===== config.mk =====
export PLATFORM = sky130hd
export DESIGN_NAME = snake_ctrl_flat
export DESIGN_NICKNAME = d
export VERILOG_FILES = /design/src/rtl/snake_ctrl_if.sv /design/src/rtl/snake_ctrl.sv /design/src/flat_wrapper.sv
export SDC_FILE = /design/constraint.sdc
export NUM_CORES = 1
export LEC_CHECK = 0
export BUFFER_PORTS_ARGS = -buffer_cell sky130_fd_sc_hd__buf_4
export CAP_MARGIN = 5
export CORE_ASPECT_RATIO = 2
export CORE_MARGIN = 2
export CORE_UTILIZATION = 45
export CTS_CLUSTER_SIZE = 28
export DETAILED_ROUTE_END_ITERATION = 10
export HOLD_SLACK_MARGIN = 0.15
export PLACE_DENSITY = 0.7
export SLEW_MARGIN = 20
export SYNTH_ARGS = -nofsm -noshare
export SYNTH_HDL_FRONTEND = slang
export SYNTH_SLANG_ARGS = --single-unit

===== constraint.sdc =====
create_clock -name clk -period 16.5 [get_ports clk]
set_input_delay 0 -clock clk [delete_from_list [all_inputs] [get_ports clk]]
set_output_delay 0 -clock clk [all_outputs]
set_load 0.05 [all_outputs]

===== src/rtl/snake_ctrl_if.sv =====
`timescale 1ns/1ps
// Signal bundle between the snake game controller (master) and the
// button/datapath side (slave).
interface snake_ctrl_if #(
   parameter int X_BITS  = 6,
   parameter int Y_BITS  = 5,
   parameter int SCORE_W = 8
);
   logic               btn_up;
   logic               btn_dn;
   logic               btn_lt;
   logic               btn_rt;
   logic               btn_start;
   logic               self_hit;
   logic               ate;
   logic               step;
   logic               grow;
   logic [1:0]         dir;
   logic [X_BITS-1:0]  head_x;
   logic [Y_BITS-1:0]  head_y;
   logic [X_BITS-1:0]  next_x;
   logic [Y_BITS-1:0]  next_y;
   logic [1:0]         state;
   logic [SCORE_W-1:0] score;
   logic [3:0]         level;

   modport master (
      input  btn_up, btn_dn, btn_lt, btn_rt, btn_start, self_hit, ate,
      output step, grow, dir, head_x, head_y, next_x, next_y, state, score, level
   );

   modport slave (
      output btn_up, btn_dn, btn_lt, btn_rt, btn_start, self_hit, ate,
      input  step, grow, dir, head_x, head_y, next_x, next_y, state, score, level
   );
endinterface


===== src/rtl/snake_ctrl.sv =====
`timescale 1ns/1ps
// Snake game controller: FSM, head position, turn queue, move timer, score.
// Define SNAKE_CTRL_PAUSE_EN to let the start button pause a running game.
module snake_ctrl #(
   parameter int X_BITS           = 6,
   parameter int Y_BITS           = 5,
   parameter int GRID_W           = 40,
   parameter int GRID_H           = 30,
   parameter int BASE_PERIOD      = 4_166_666,
   parameter int MIN_PERIOD       = 1_250_000,
   parameter int PERIOD_STEP      = 250_000,
   parameter int APPLES_PER_LEVEL = 4,
   parameter int TURN_DEPTH       = 2,
   parameter int WRAP             = 1,
   parameter int SCORE_W          = 8
) (
   input logic          clk,
   input logic          reset_n,
   snake_ctrl_if.master bus
);
   localparam int PW = $clog2(BASE_PERIOD + 1);
   localparam int QW = $clog2(TURN_DEPTH + 1);
   localparam int AW = (APPLES_PER_LEVEL > 1) ? $clog2(APPLES_PER_LEVEL) : 1;
   localparam logic [X_BITS-1:0] X_MAX = X_BITS'(GRID_W - 1);
   localparam logic [Y_BITS-1:0] Y_MAX = Y_BITS'(GRID_H - 1);
   localparam logic [X_BITS-1:0] X_MID = X_BITS'(GRID_W / 2);
   localparam logic [Y_BITS-1:0] Y_MID = Y_BITS'(GRID_H / 2);

   typedef enum logic [1:0] {IDLE = 2'b00, RUN = 2'b01, PAUSE = 2'b10, OVER = 2'b11} state_t;

   state_t             state_q;
   logic [X_BITS-1:0]  head_x, next_x;
   logic [Y_BITS-1:0]  head_y, next_y;
   logic [1:0]         dir_q, dir_eff, tail, ref_dir, cand;
   logic [SCORE_W-1:0] score_q;
   logic [3:0]         level_q;
   logic [AW-1:0]      apple_cnt;
   logic [PW-1:0]      timer, period;
   logic [31:0]        dec;
   logic [1:0]         q [TURN_DEPTH];
   logic [1:0]         q_nxt [TURN_DEPTH];
   logic [QW-1:0]      q_cnt, q_cnt_nxt;
   logic [4:0]         btn_raw, sync1, sync2, btn_prev, edges;
   logic               start_edge, cand_v, accept, pop, clear;
   logic               due, wall_hit, hit, step;

   assign btn_raw    = {bus.btn_up, bus.btn_dn, bus.btn_lt, bus.btn_rt, bus.btn_start};
   assign edges      = sync2 & ~btn_prev;
   assign start_edge = edges[0];

   // Move period shrinks with level, clamped at the floor (also guards underflow).
   always_comb begin
      dec = 32'(level_q) * 32'(PERIOD_STEP);
      if (dec >= 32'(BASE_PERIOD - MIN_PERIOD)) period = PW'(MIN_PERIOD);
      else                                      period = PW'(32'(BASE_PERIOD) - dec);
   end

   assign due  = (state_q == RUN) && (timer == period - PW'(1));
   assign hit  = bus.self_hit | wall_hit;
   assign step = due & ~hit;

   always_comb begin
      tail = dir_q;
      for (int i = 0; i < TURN_DEPTH; i++)
         if (q_cnt == QW'(i + 1)) tail = q[i];
   end

   assign dir_eff = (q_cnt != '0) ? q[0] : dir_q;
   assign ref_dir = (q_cnt != '0) ? tail : dir_q;

   // One direction candidate per cycle; a repeat or a reversal is rejected.
   always_comb begin
      cand   = 2'b00;
      cand_v = 1'b0;
      if (edges[4])      begin cand = 2'b00; cand_v = 1'b1; end
      else if (edges[3]) begin cand = 2'b10; cand_v = 1'b1; end
      else if (edges[2]) begin cand = 2'b11; cand_v = 1'b1; end
      else if (edges[1]) begin cand = 2'b01; cand_v = 1'b1; end
      accept = cand_v && (state_q == IDLE || state_q == RUN) &&
               (cand != ref_dir) && (cand != (ref_dir ^ 2'b10));
   end

   assign pop   = step && (q_cnt != '0);
   assign clear = (state_q == OVER) && start_edge;

   // Pop before push so a full queue can still accept a turn in a move cycle.
   always_comb begin
      q_nxt     = q;
      q_cnt_nxt = q_cnt;
      if (pop) begin
         for (int i = 0; i < TURN_DEPTH - 1; i++) q_nxt[i] = q[i + 1];
         q_cnt_nxt = q_cnt - QW'(1);
      end
      if (accept && (q_cnt_nxt < QW'(TURN_DEPTH))) begin
         for (int i = 0; i < TURN_DEPTH; i++)
            if (q_cnt_nxt == QW'(i)) q_nxt[i] = cand;
         q_cnt_nxt = q_cnt_nxt + QW'(1);
      end
      if (clear) q_cnt_nxt = '0;
   end

   always_comb begin
      next_x   = head_x;
      next_y   = head_y;
      wall_hit = 1'b0;
      case (dir_eff)
         2'b00: if (head_y == '0)   begin next_y = Y_MAX; wall_hit = (WRAP == 0); end
                else next_y = head_y - Y_BITS'(1);
         2'b01: if (head_x == X_MAX) begin next_x = '0;   wall_hit = (WRAP == 0); end
                else next_x = head_x + X_BITS'(1);
         2'b10: if (head_y == Y_MAX) begin next_y = '0;   wall_hit = (WRAP == 0); end
                else next_y = head_y + Y_BITS'(1);
         default: if (head_x == '0) begin next_x = X_MAX; wall_hit = (WRAP == 0); end
                  else next_x = head_x - X_BITS'(1);
      endcase
   end

   // Game FSM; in a RUN move cycle death/step is resolved before any pause request.
   always_ff @(posedge clk or negedge reset_n) begin
      if (!reset_n) begin
         sync1     <= '0;
         sync2     <= '0;
         btn_prev  <= '0;
         state_q   <= IDLE;
         head_x    <= X_MID;
         head_y    <= Y_MID;
         dir_q     <= 2'b01;
         score_q   <= '0;
         level_q   <= '0;
         apple_cnt <= '0;
         timer     <= '0;
         q         <= '{default: 2'b00};
         q_cnt     <= '0;
      end else begin
         sync1    <= btn_raw;
         sync2    <= sync1;
         btn_prev <= sync2;
         q        <= q_nxt;
         q_cnt    <= q_cnt_nxt;
         case (state_q)
            IDLE: if (start_edge) begin
               state_q <= RUN;
               timer   <= '0;
            end
            RUN: begin
`ifdef SNAKE_CTRL_PAUSE_EN
               if (start_edge) state_q <= PAUSE;
`endif
               if (due) begin
                  timer <= '0;
                  if (hit) state_q <= OVER;
                  else begin
                     head_x <= next_x;
                     head_y <= next_y;
                     dir_q  <= dir_eff;
                     if (bus.ate) begin
                        if (score_q != '1) score_q <= score_q + SCORE_W'(1);
                        if (apple_cnt == AW'(APPLES_PER_LEVEL - 1)) begin
                           apple_cnt <= '0;
                           if (level_q != 4'hF) level_q <= level_q + 4'd1;
                        end else apple_cnt <= apple_cnt + AW'(1);
                     end
                  end
               end else timer <= timer + PW'(1);
            end
            PAUSE: if (start_edge) state_q <= RUN;
            OVER: if (start_edge) begin
               state_q   <= IDLE;
               head_x    <= X_MID;
               head_y    <= Y_MID;
               dir_q     <= 2'b01;
               score_q   <= '0;
               level_q   <= '0;
               apple_cnt <= '0;
               timer     <= '0;
            end
            default: state_q <= IDLE;
         endcase
      end
   end

   assign bus.step   = step;
   assign bus.grow   = step & bus.ate;
   assign bus.dir    = dir_q;
   assign bus.head_x = head_x;
   assign bus.head_y = head_y;
   assign bus.next_x = next_x;
   assign bus.next_y = next_y;
   assign bus.state  = state_q;
   assign bus.score  = score_q;
   assign bus.level  = level_q;
endmodule


===== src/flat_wrapper.sv =====
// flat-port wrapper written by rule: the top's interface ports become plain ports
module snake_ctrl_flat 
#(
   parameter int X_BITS           = 6,
   parameter int Y_BITS           = 5,
   parameter int GRID_W           = 40,
   parameter int GRID_H           = 30,
   parameter int BASE_PERIOD      = 4_166_666,
   parameter int MIN_PERIOD       = 1_250_000,
   parameter int PERIOD_STEP      = 250_000,
   parameter int APPLES_PER_LEVEL = 4,
   parameter int TURN_DEPTH       = 2,
   parameter int WRAP             = 1,
   parameter int SCORE_W          = 8
)
  (clk, reset_n, bus_btn_up, bus_btn_dn, bus_btn_lt, bus_btn_rt, bus_btn_start, bus_self_hit, bus_ate, bus_step, bus_grow, bus_dir, bus_head_x, bus_head_y, bus_next_x, bus_next_y, bus_state, bus_score, bus_level);
  snake_ctrl_if #(.X_BITS(X_BITS), .Y_BITS(Y_BITS), .SCORE_W(SCORE_W)) bus_i ();
  input logic clk;
  input logic reset_n;
  input wire logic [$bits(bus_i.btn_up)-1:0] bus_btn_up;
  input wire logic [$bits(bus_i.btn_dn)-1:0] bus_btn_dn;
  input wire logic [$bits(bus_i.btn_lt)-1:0] bus_btn_lt;
  input wire logic [$bits(bus_i.btn_rt)-1:0] bus_btn_rt;
  input wire logic [$bits(bus_i.btn_start)-1:0] bus_btn_start;
  input wire logic [$bits(bus_i.self_hit)-1:0] bus_self_hit;
  input wire logic [$bits(bus_i.ate)-1:0] bus_ate;
  output wire logic [$bits(bus_i.step)-1:0] bus_step;
  output wire logic [$bits(bus_i.grow)-1:0] bus_grow;
  output wire logic [$bits(bus_i.dir)-1:0] bus_dir;
  output wire logic [$bits(bus_i.head_x)-1:0] bus_head_x;
  output wire logic [$bits(bus_i.head_y)-1:0] bus_head_y;
  output wire logic [$bits(bus_i.next_x)-1:0] bus_next_x;
  output wire logic [$bits(bus_i.next_y)-1:0] bus_next_y;
  output wire logic [$bits(bus_i.state)-1:0] bus_state;
  output wire logic [$bits(bus_i.score)-1:0] bus_score;
  output wire logic [$bits(bus_i.level)-1:0] bus_level;
  assign bus_i.btn_up = bus_btn_up;
  assign bus_i.btn_dn = bus_btn_dn;
  assign bus_i.btn_lt = bus_btn_lt;
  assign bus_i.btn_rt = bus_btn_rt;
  assign bus_i.btn_start = bus_btn_start;
  assign bus_i.self_hit = bus_self_hit;
  assign bus_i.ate = bus_ate;
  assign bus_step = bus_i.step;
  assign bus_grow = bus_i.grow;
  assign bus_dir = bus_i.dir;
  assign bus_head_x = bus_i.head_x;
  assign bus_head_y = bus_i.head_y;
  assign bus_next_x = bus_i.next_x;
  assign bus_next_y = bus_i.next_y;
  assign bus_state = bus_i.state;
  assign bus_score = bus_i.score;
  assign bus_level = bus_i.level;
  snake_ctrl #(.X_BITS(X_BITS), .Y_BITS(Y_BITS), .GRID_W(GRID_W), .GRID_H(GRID_H), .BASE_PERIOD(BASE_PERIOD), .MIN_PERIOD(MIN_PERIOD), .PERIOD_STEP(PERIOD_STEP), .APPLES_PER_LEVEL(APPLES_PER_LEVEL), .TURN_DEPTH(TURN_DEPTH), .WRAP(WRAP), .SCORE_W(SCORE_W)) u_core (.clk(clk), .reset_n(reset_n), .bus(bus_i));
endmodule

# [Yosys cells after proc, flatten, opt, wreduce, memory -nomap -nowiden]
# Index checks and enable logic that the tools add are counted.
[word_totals] register_bits=72 out_inout_bits=40
[classes] n_bitwise=6 eq_ne=26 order_cmp=2 mul=1 add_sub_neg=12 n_mux=63 n_reduce_logical=26
[op_table] cell="22-bit two-way mux" count=3
[op_table] cell="2-bit two-way mux" count=23
[op_table] cell="22-bit one-hot mux with 2 select lines" count=1
[op_table] cell="8-bit two-way mux" count=5
[op_table] cell="6-bit two-way mux" count=5
[op_table] cell="4-bit two-way mux" count=7
[op_table] cell="5-bit two-way mux" count=5
[op_table] cell="6-bit one-hot mux with 2 select lines" count=2
[op_table] cell="22-bit by 1-bit adder with 22-bit output, second input constant" count=1
[op_table] cell="22-bit == test" count=1
[op_table] cell="22-bit greater-or-equal comparator, second input constant" count=1
[op_table] cell="22-bit by 1-bit subtractor with 22-bit output, second input constant" count=1
[op_table] cell="22-bit subtractor, first input constant" count=1
[op_table] cell="5-bit one-hot mux with 2 select lines" count=2
[op_table] cell="4-bit by 14-bit multiplier with 18-bit output, second input constant" count=1
[op_table] cell="8-bit one-hot mux with 2 select lines" count=1
[op_table] cell="2-bit != test, second input constant" count=6
[op_table] cell="2-bit == test, second input constant" count=5
[op_table] cell="8-bit by 1-bit adder with 8-bit output, second input constant" count=1
[op_table] cell="2-bit by 1-bit == test with 1-bit output, second input constant" count=4
[op_table] cell="2-bit by 1-bit != test with 1-bit output, second input constant" count=4
[op_table] cell="8-bit != test, second input constant" count=1
[op_table] cell="2-bit one-hot mux with 2 select lines" count=2
[op_table] cell="4-bit one-hot mux with 2 select lines" count=1
[op_table] cell="other kinds (30)" count=52

# [Logic depth before layout (Yosys ltp)]
[depth] word_depth=13 mapped_depth=20 depth_no_buf=19

# [Worst setup path after synthesis]
# OpenSTA, ideal clock, no wires.
[synth_timing] path_type="register -> output" start="reg u_core.level_q[1], in the netlist u_core.bus.level[1]" end="out bus_grow" t_arrival_ns=6.227 path_buffers=1 slack_ns=10.273 stages_incl_launch_ff=17 path_cell_list="dfrtp_1 > inv_1 > ha_1 > fa_1 > inv_1 > fa_1 > nand2b_1 > a21oi_1 > mux2i_1 > nor2_1 > or4_1 > a32oi_1 > and4bb_1 > buf_6 > nand2_1 > nor3_1 > and2_1"
[synth_between] elab_chain_len=8 word_cells_on_any_way=9
[synth_rtl] item="start, declared" line="snake_ctrl.sv:36" text="logic [3:0] level_q;"
[synth_rtl] item="start signal, assigned" line="snake_ctrl.sv:160" text="if (level_q != 4'hF) level_q <= level_q + 4'd1;"
[synth_rtl] item="4-bit by 14-bit multiplier with 18-bit output (*)" line="snake_ctrl.sv:53" text="dec = 32'(level_q) * 32'(PERIOD_STEP);"
[synth_rtl] item="22-bit subtractor / 22-bit greater-or-equal comparator (equally long branches)" line="snake_ctrl.sv:55, snake_ctrl.sv:54"
[synth_rtl] item="22-bit two-way mux (*)" line="snake_ctrl.sv:54" text="if (dec >= 32'(BASE_PERIOD - MIN_PERIOD)) period = PW'(MIN_PERIOD);"
[synth_rtl] item="22-bit by 1-bit subtractor with 22-bit output (*)" line="snake_ctrl.sv:58" text="assign due = (state_q == RUN) && (timer == period - PW'(1));"
[synth_rtl] item="22-bit == test (*)" line="snake_ctrl.sv:58"
[synth_rtl] item="1-bit logical AND (*)" line="snake_ctrl.sv:58"
[synth_rtl] item="1-bit AND (*)" line="snake_ctrl.sv:60" text="assign step = due & ~hit;"
[synth_rtl] item="named net bus_step" line="flat_wrapper.sv:27" text="output wire logic [$bits(bus_i.step)-1:0] bus_step;"
[synth_rtl] item="1-bit AND (*)" line="snake_ctrl.sv:183" text="assign bus.grow = step & bus.ate;"
[synth_rtl] item="end, declared" line="flat_wrapper.sv:28" text="output wire logic [$bits(bus_i.grow)-1:0] bus_grow;"
# Mark *: on every way through the listed nets, which the timed path passes. The rest lies on a longest branch.

# [Worst setup path after layout]
[layout_timing] start="reg u_core.level_q[1], in the netlist u_core.bus.level[1]" end="reg u_core.q[0] in the netlist's numbering"
[layout_between] elab_chain_len=12 word_cells_on_any_way=14
[layout_rtl] item="4-bit by 14-bit multiplier with 18-bit output (*)" line="snake_ctrl.sv:53"
[layout_rtl] item="22-bit subtractor / 22-bit greater-or-equal comparator (equally long branches)" line="snake_ctrl.sv:55, snake_ctrl.sv:54"
[layout_rtl] item="22-bit two-way mux (*)" line="snake_ctrl.sv:54"
[layout_rtl] item="22-bit by 1-bit subtractor with 22-bit output (*)" line="snake_ctrl.sv:58"
[layout_rtl] item="22-bit == test (*)" line="snake_ctrl.sv:58"
[layout_rtl] item="1-bit logical AND (*)" line="snake_ctrl.sv:58"
[layout_rtl] item="1-bit AND (*)" line="snake_ctrl.sv:60"
[layout_rtl] item="1-bit logical AND (*)" line="snake_ctrl.sv:83" text="assign pop = step && (q_cnt != '0);"
[layout_rtl] item="2-bit two-way mux (*)" line="snake_ctrl.sv:90" text="if (pop) begin"
[layout_rtl] item="2-bit < comparator" line="snake_ctrl.sv:94" text="if (accept && (q_cnt_nxt < QW'(TURN_DEPTH))) begin"
[layout_rtl] item="1-bit logical AND" line="snake_ctrl.sv:94"
[layout_rtl] item="2-bit AND reduction (no source line) (*)"
[layout_rtl] item="end signal, assigned" line="snake_ctrl.sv:138" text="q <= q_nxt;"
[layout_rtl] item="end, declared" line="snake_ctrl.sv:40" text="logic [1:0] q [TURN_DEPTH];"
# Mark *: on every way between the ends. The rest lies on a longest branch, timed or not.
# A chain may end at the register's enable or synchronous reset.

==> impl_summary.log <==
INFO  metric status = completed
INFO  metric grt_pass1_vias = 5193
INFO  metric fin_util = 52.44%
INFO  metric count_of_different_cell_masters_after_synthesis = 73
INFO  metric largest_family_of_logic_cells_by_synthesized_area = compound AO/OA/AOI/OAI gates
INFO  metric post-route-drc-count = 0
INFO  metric fp-row-count = 57
INFO  metric grt_antenna_before_repair = 0
INFO  metric worst-endpoint-arrival = 6.36 ns
INFO  metric timing.final.setup_violations = 0
INFO  metric finalHoldViolCount = 0
INFO  metric synth.cell_area = 5553 µm²
INFO  metric wl_met1 = 5608 µm
INFO  metric post_synth_and_or_nand_nor_area_fraction = 20.75%
INFO  metric fin_setup_tns = 0 ns
INFO  metric synth_adder_area_share = 10.59%
INFO  metric syn_nets = 676
INFO  metric postCtsSetupBuffers = 0
INFO  metric power_leakage = 2.763 nW
INFO  metric wl_per_cell = 18.81 µm
INFO  metric n_fill_cell = 1140
INFO  metric yosysWarningCount = 0
INFO  metric syn-mean-instance-area = 8.913 µm²
INFO  metric clkSlewWorstSetupHoldPaths = 0.06 ns
INFO  metric synth-seq-area-share = 32.60%
INFO  metric cts.path.max_buffers = 2
INFO  metric muxShareOfSynthArea = 6.399%
INFO  metric ir_drop = 0.05680 mV
INFO  metric end_kind = register
INFO  metric async_flop_share = 100.0%
INFO  metric floorplan.die_area = 13300 µm²
INFO  metric clock_sinks = 72
INFO  metric hold_path.startpoint = bus_btn_start
INFO  metric crit_start = u_core.bus.level[1]$_DFFE_PN0P_
INFO  metric clkLatencyLatePin = 0.34 ns
INFO  metric number_of_max_capacitance_violations_reported = 0
INFO  metric route.detailed.vias_per_inst = 6.169
INFO  metric gp_congestion = 0.9028
INFO  metric ys_dominant_reg_cell = sky130_fd_sc_hd__dfrtp_1
INFO  metric startpoint_type = register
INFO  metric timing.clock.skew = 0.006544 ns
INFO  metric drt_iter0_drc = 285
INFO  metric cts_htree_levels = 3
INFO  metric critPathKind = register to register
INFO  metric dp_hpwl = 11470 µm
INFO  metric largest_net_degree_at_the_start_of_global_routing = 73
INFO  metric synth_compound_area_share = 21.29%
INFO  metric regToRegStartpoint = u_core.bus.level[1]$_DFFE_PN0P_
INFO  metric synth_xor_area_share = 4.259%
INFO  metric vias = 5040
INFO  metric layout.cell_area.non_filler = 6357 µm²
INFO  metric cts_root_buffer = sky130_fd_sc_hd__clkbuf_16
INFO  metric io_buffers = 48
INFO  metric crit_path_max_fanout = 12
INFO  metric cp_data_required_time = 16.72 ns
INFO  metric edff_count_synth = 0
INFO  metric drtPass1Iterations = 4
INFO  metric report.final.slew_viol_count = 0
INFO  metric route.met3.wl = 461 µm
INFO  metric gr-total-overflow = 0
INFO  metric grt_pass1_wl = 25190 µm
INFO  metric postPlaceCellArea = 6001 µm²
INFO  metric worst_pin_slew = 0.9457 ns
INFO  metric post_synth_inst_count = 623
INFO  metric initial_utilization = 45.80%
INFO  metric grt_util_all_layers = 24.51%
INFO  metric period_share = 37.23%
INFO  metric top_layer_used = met4
INFO  metric area_growth_syn_to_layout = 14.49%
INFO  metric worst_hold_path_type = primary input to register
INFO  metric ctsResizeCount = 0
INFO  metric tritoncts = done
INFO  metric final_nets = 718
INFO  metric ios = 49
INFO  metric totalWireLength = 15370 µm
INFO  metric p_per_area = 85.15 nW/µm²
INFO  metric fp.coreArea = 12120 µm²
INFO  metric post_route_cells_drive_above_1_share = 13.88%
INFO  metric die_height = 161.1 µm
INFO  metric ys_seq_elements = 72
INFO  metric met2_wirelength = 8544 µm
INFO  metric die_width = 82.55 µm
INFO  metric slew_headroom = 36.95%
INFO  metric period_minus_slack = 6.142 ns
INFO  metric final_antenna_net_count = 0
INFO  metric tritoncts.num_buffers = 9
INFO  metric max_clock_freq = 162.8 MHz
INFO  metric antenna-diode-count = 0
INFO  metric grt_setup_unrepaired = false
[layout by cell type, fill, tap and decap left out, types with 15 or more instances in the layout]
cell,count
sky130_fd_sc_hd__dfrtp_1,65
sky130_fd_sc_hd__nand2_1,51
sky130_fd_sc_hd__buf_4,50
sky130_fd_sc_hd__o21ai_0,42
sky130_fd_sc_hd__ha_1,39
sky130_fd_sc_hd__nor2_1,36
sky130_fd_sc_hd__a21oi_1,35
sky130_fd_sc_hd__inv_1,29
sky130_fd_sc_hd__nand3_1,25
sky130_fd_sc_hd__mux2i_1,22
sky130_fd_sc_hd__xnor2_1,20
sky130_fd_sc_hd__and3_1,17
sky130_fd_sc_hd__nor3_1,15
sky130_fd_sc_hd__a31oi_1,15
[state kept, by name, indices dropped and copies added, names as in the netlist]
name / flops
u_core.sync2: 5
u_core.bus.dir: 2
u_core.bus.head_x: 6
u_core.timer: 22
u_core.bus.score: 8
u_core.bus.state: 2
u_core.btn_prev: 5
u_core.bus.level: 4
u_core.apple_cnt: 2
u_core.q: 4
u_core.q_cnt: 2
u_core.bus.head_y: 5
u_core.sync1: 5
[area by class of cell]
| cell class | instances | area [µm²] | share of cell area, % |
|---|---|---|---|
| Clock buffer | 12 | 246.5 | 3.877 |
| Timing Repair Buffer | 58 | 455.4 | 7.164 |
| Clock inverter | 4 | 30.03 | 0.4723 |
| Tap cell | 147 | 183.9 | 2.893 |
| Sequential cell | 72 | 1810 | 28.48 |
| Multi-Input combinational cell | 494 | 3518 | 55.34 |
| Inverter | 30 | 112.6 | 1.771 |
[cell usage after synthesis, types with 11 or more instances]
cell type	number	area [µm²]
sky130_fd_sc_hd__nor2_1	36	135.1
sky130_fd_sc_hd__nor3_1	15	75.07
sky130_fd_sc_hd__nand2_1	51	191.4
sky130_fd_sc_hd__and3_1	17	106.4
sky130_fd_sc_hd__xnor2_1	20	175.2
sky130_fd_sc_hd__nand3_1	25	125.1
sky130_fd_sc_hd__dfrtp_1	65	1627
sky130_fd_sc_hd__inv_1	29	108.9
sky130_fd_sc_hd__a22o_1	11	96.34
sky130_fd_sc_hd__clkbuf_1	20	75.07
sky130_fd_sc_hd__ha_1	39	488.0
sky130_fd_sc_hd__a31oi_1	15	93.84
sky130_fd_sc_hd__mux2i_1	22	220.2
sky130_fd_sc_hd__o21ai_0	42	210.2
sky130_fd_sc_hd__a21oi_1	36	180.2
[cell families after synthesis]
| logic type | count (synthesis) |
|---|---|
| AO/OA/AOI/OAI | 176 |
| XOR/XNOR | 27 |
| adder cells (fa/ha/maj) | 44 |
| buffers and inverters | 57 |
| flip-flops | 72 |
| multiplexers | 33 |
| AND/OR/NAND/NOR | 214 |
[where the power goes]
group | switching (mW) | internal (mW) | total, mW
registers | 0.0167 | 0.190 | 0.206
clock network | 0.0778 | 0.107 | 0.184
logic | 0.100 | 0.0500 | 0.150
total | 0.195 | 0.346 | 0.541
[path summary, 6_finish.rpt]
| check | end | slack [ns] | cells after the start |
|---|---|---|---|
| setup / recovery | u_core.q[0]$_DFFE_PN0P_ | 10.36 | 19 |
| hold / removal | u_core.sync1[0]$_DFF_PN0_ | 0.31 | 2 |
| setup reg to reg | u_core.q[0]$_DFFE_PN0P_ | 10.36 | 19 |
| hold reg to reg | u_core.sync2[4]$_DFF_PN0_ | 0.35 | 0 |
| max in group asynchronous | u_core.timer[15]$_DFFE_PN0P_ | 15.53 | 2 |
| min in group asynchronous | u_core.bus.score[5]$_DFFE_PN0P_ | 0.33 | 2 |
[stage by stage]
stage	worst slack (ns)	power [mW]	hold slack (ns)	cells
floorplan	10.27	0.3131	-0.2956	623
global placement	10.64	0.3513	0.1095	793
detailed placement	10.45	0.3570	0.1106	793
CTS	10.36	0.5457	0.2993	817
global route	9.925	0.5740	0.3028	817
finish	10.36	0.5413	0.3130	817
[worst max-delay path, stage by stage (launching register included)]
cell and delay (ns):
sky130_fd_sc_hd__dfrtp_1 0.68, sky130_fd_sc_hd__inv_1 0.22, sky130_fd_sc_hd__ha_1 0.37, sky130_fd_sc_hd__fa_1 0.55
sky130_fd_sc_hd__inv_1 0.07, sky130_fd_sc_hd__fa_1 0.44, sky130_fd_sc_hd__nand2b_1 0.16, sky130_fd_sc_hd__a21oi_1 0.35
sky130_fd_sc_hd__mux2i_1 0.43, sky130_fd_sc_hd__nor2_1 0.21, sky130_fd_sc_hd__or4_1 0.61, sky130_fd_sc_hd__nand2_1 0.09
sky130_fd_sc_hd__nor4bb_1 0.29, sky130_fd_sc_hd__and4b_1 0.31, sky130_fd_sc_hd__nand3b_1 0.21, sky130_fd_sc_hd__xnor2_1 0.21
sky130_fd_sc_hd__ha_1 0.18, sky130_fd_sc_hd__nand2_1 0.06, sky130_fd_sc_hd__nor3b_2 0.22, sky130_fd_sc_hd__mux2_2 0.36
[routing by layer]
metal	up-vias	track usage, %
met1	2452	24.18
met2	139	44.65
li1	2403	-
met3	46	4.860
met5	-	0
met4	0	14.83
[timing repair]
action	CTS	global route
endpoints found under the setup margin	0	0
endpoints found under the hold margin	73	0
hold buffers	8	0
Note: power is estimated with default switching activity, not from simulation.
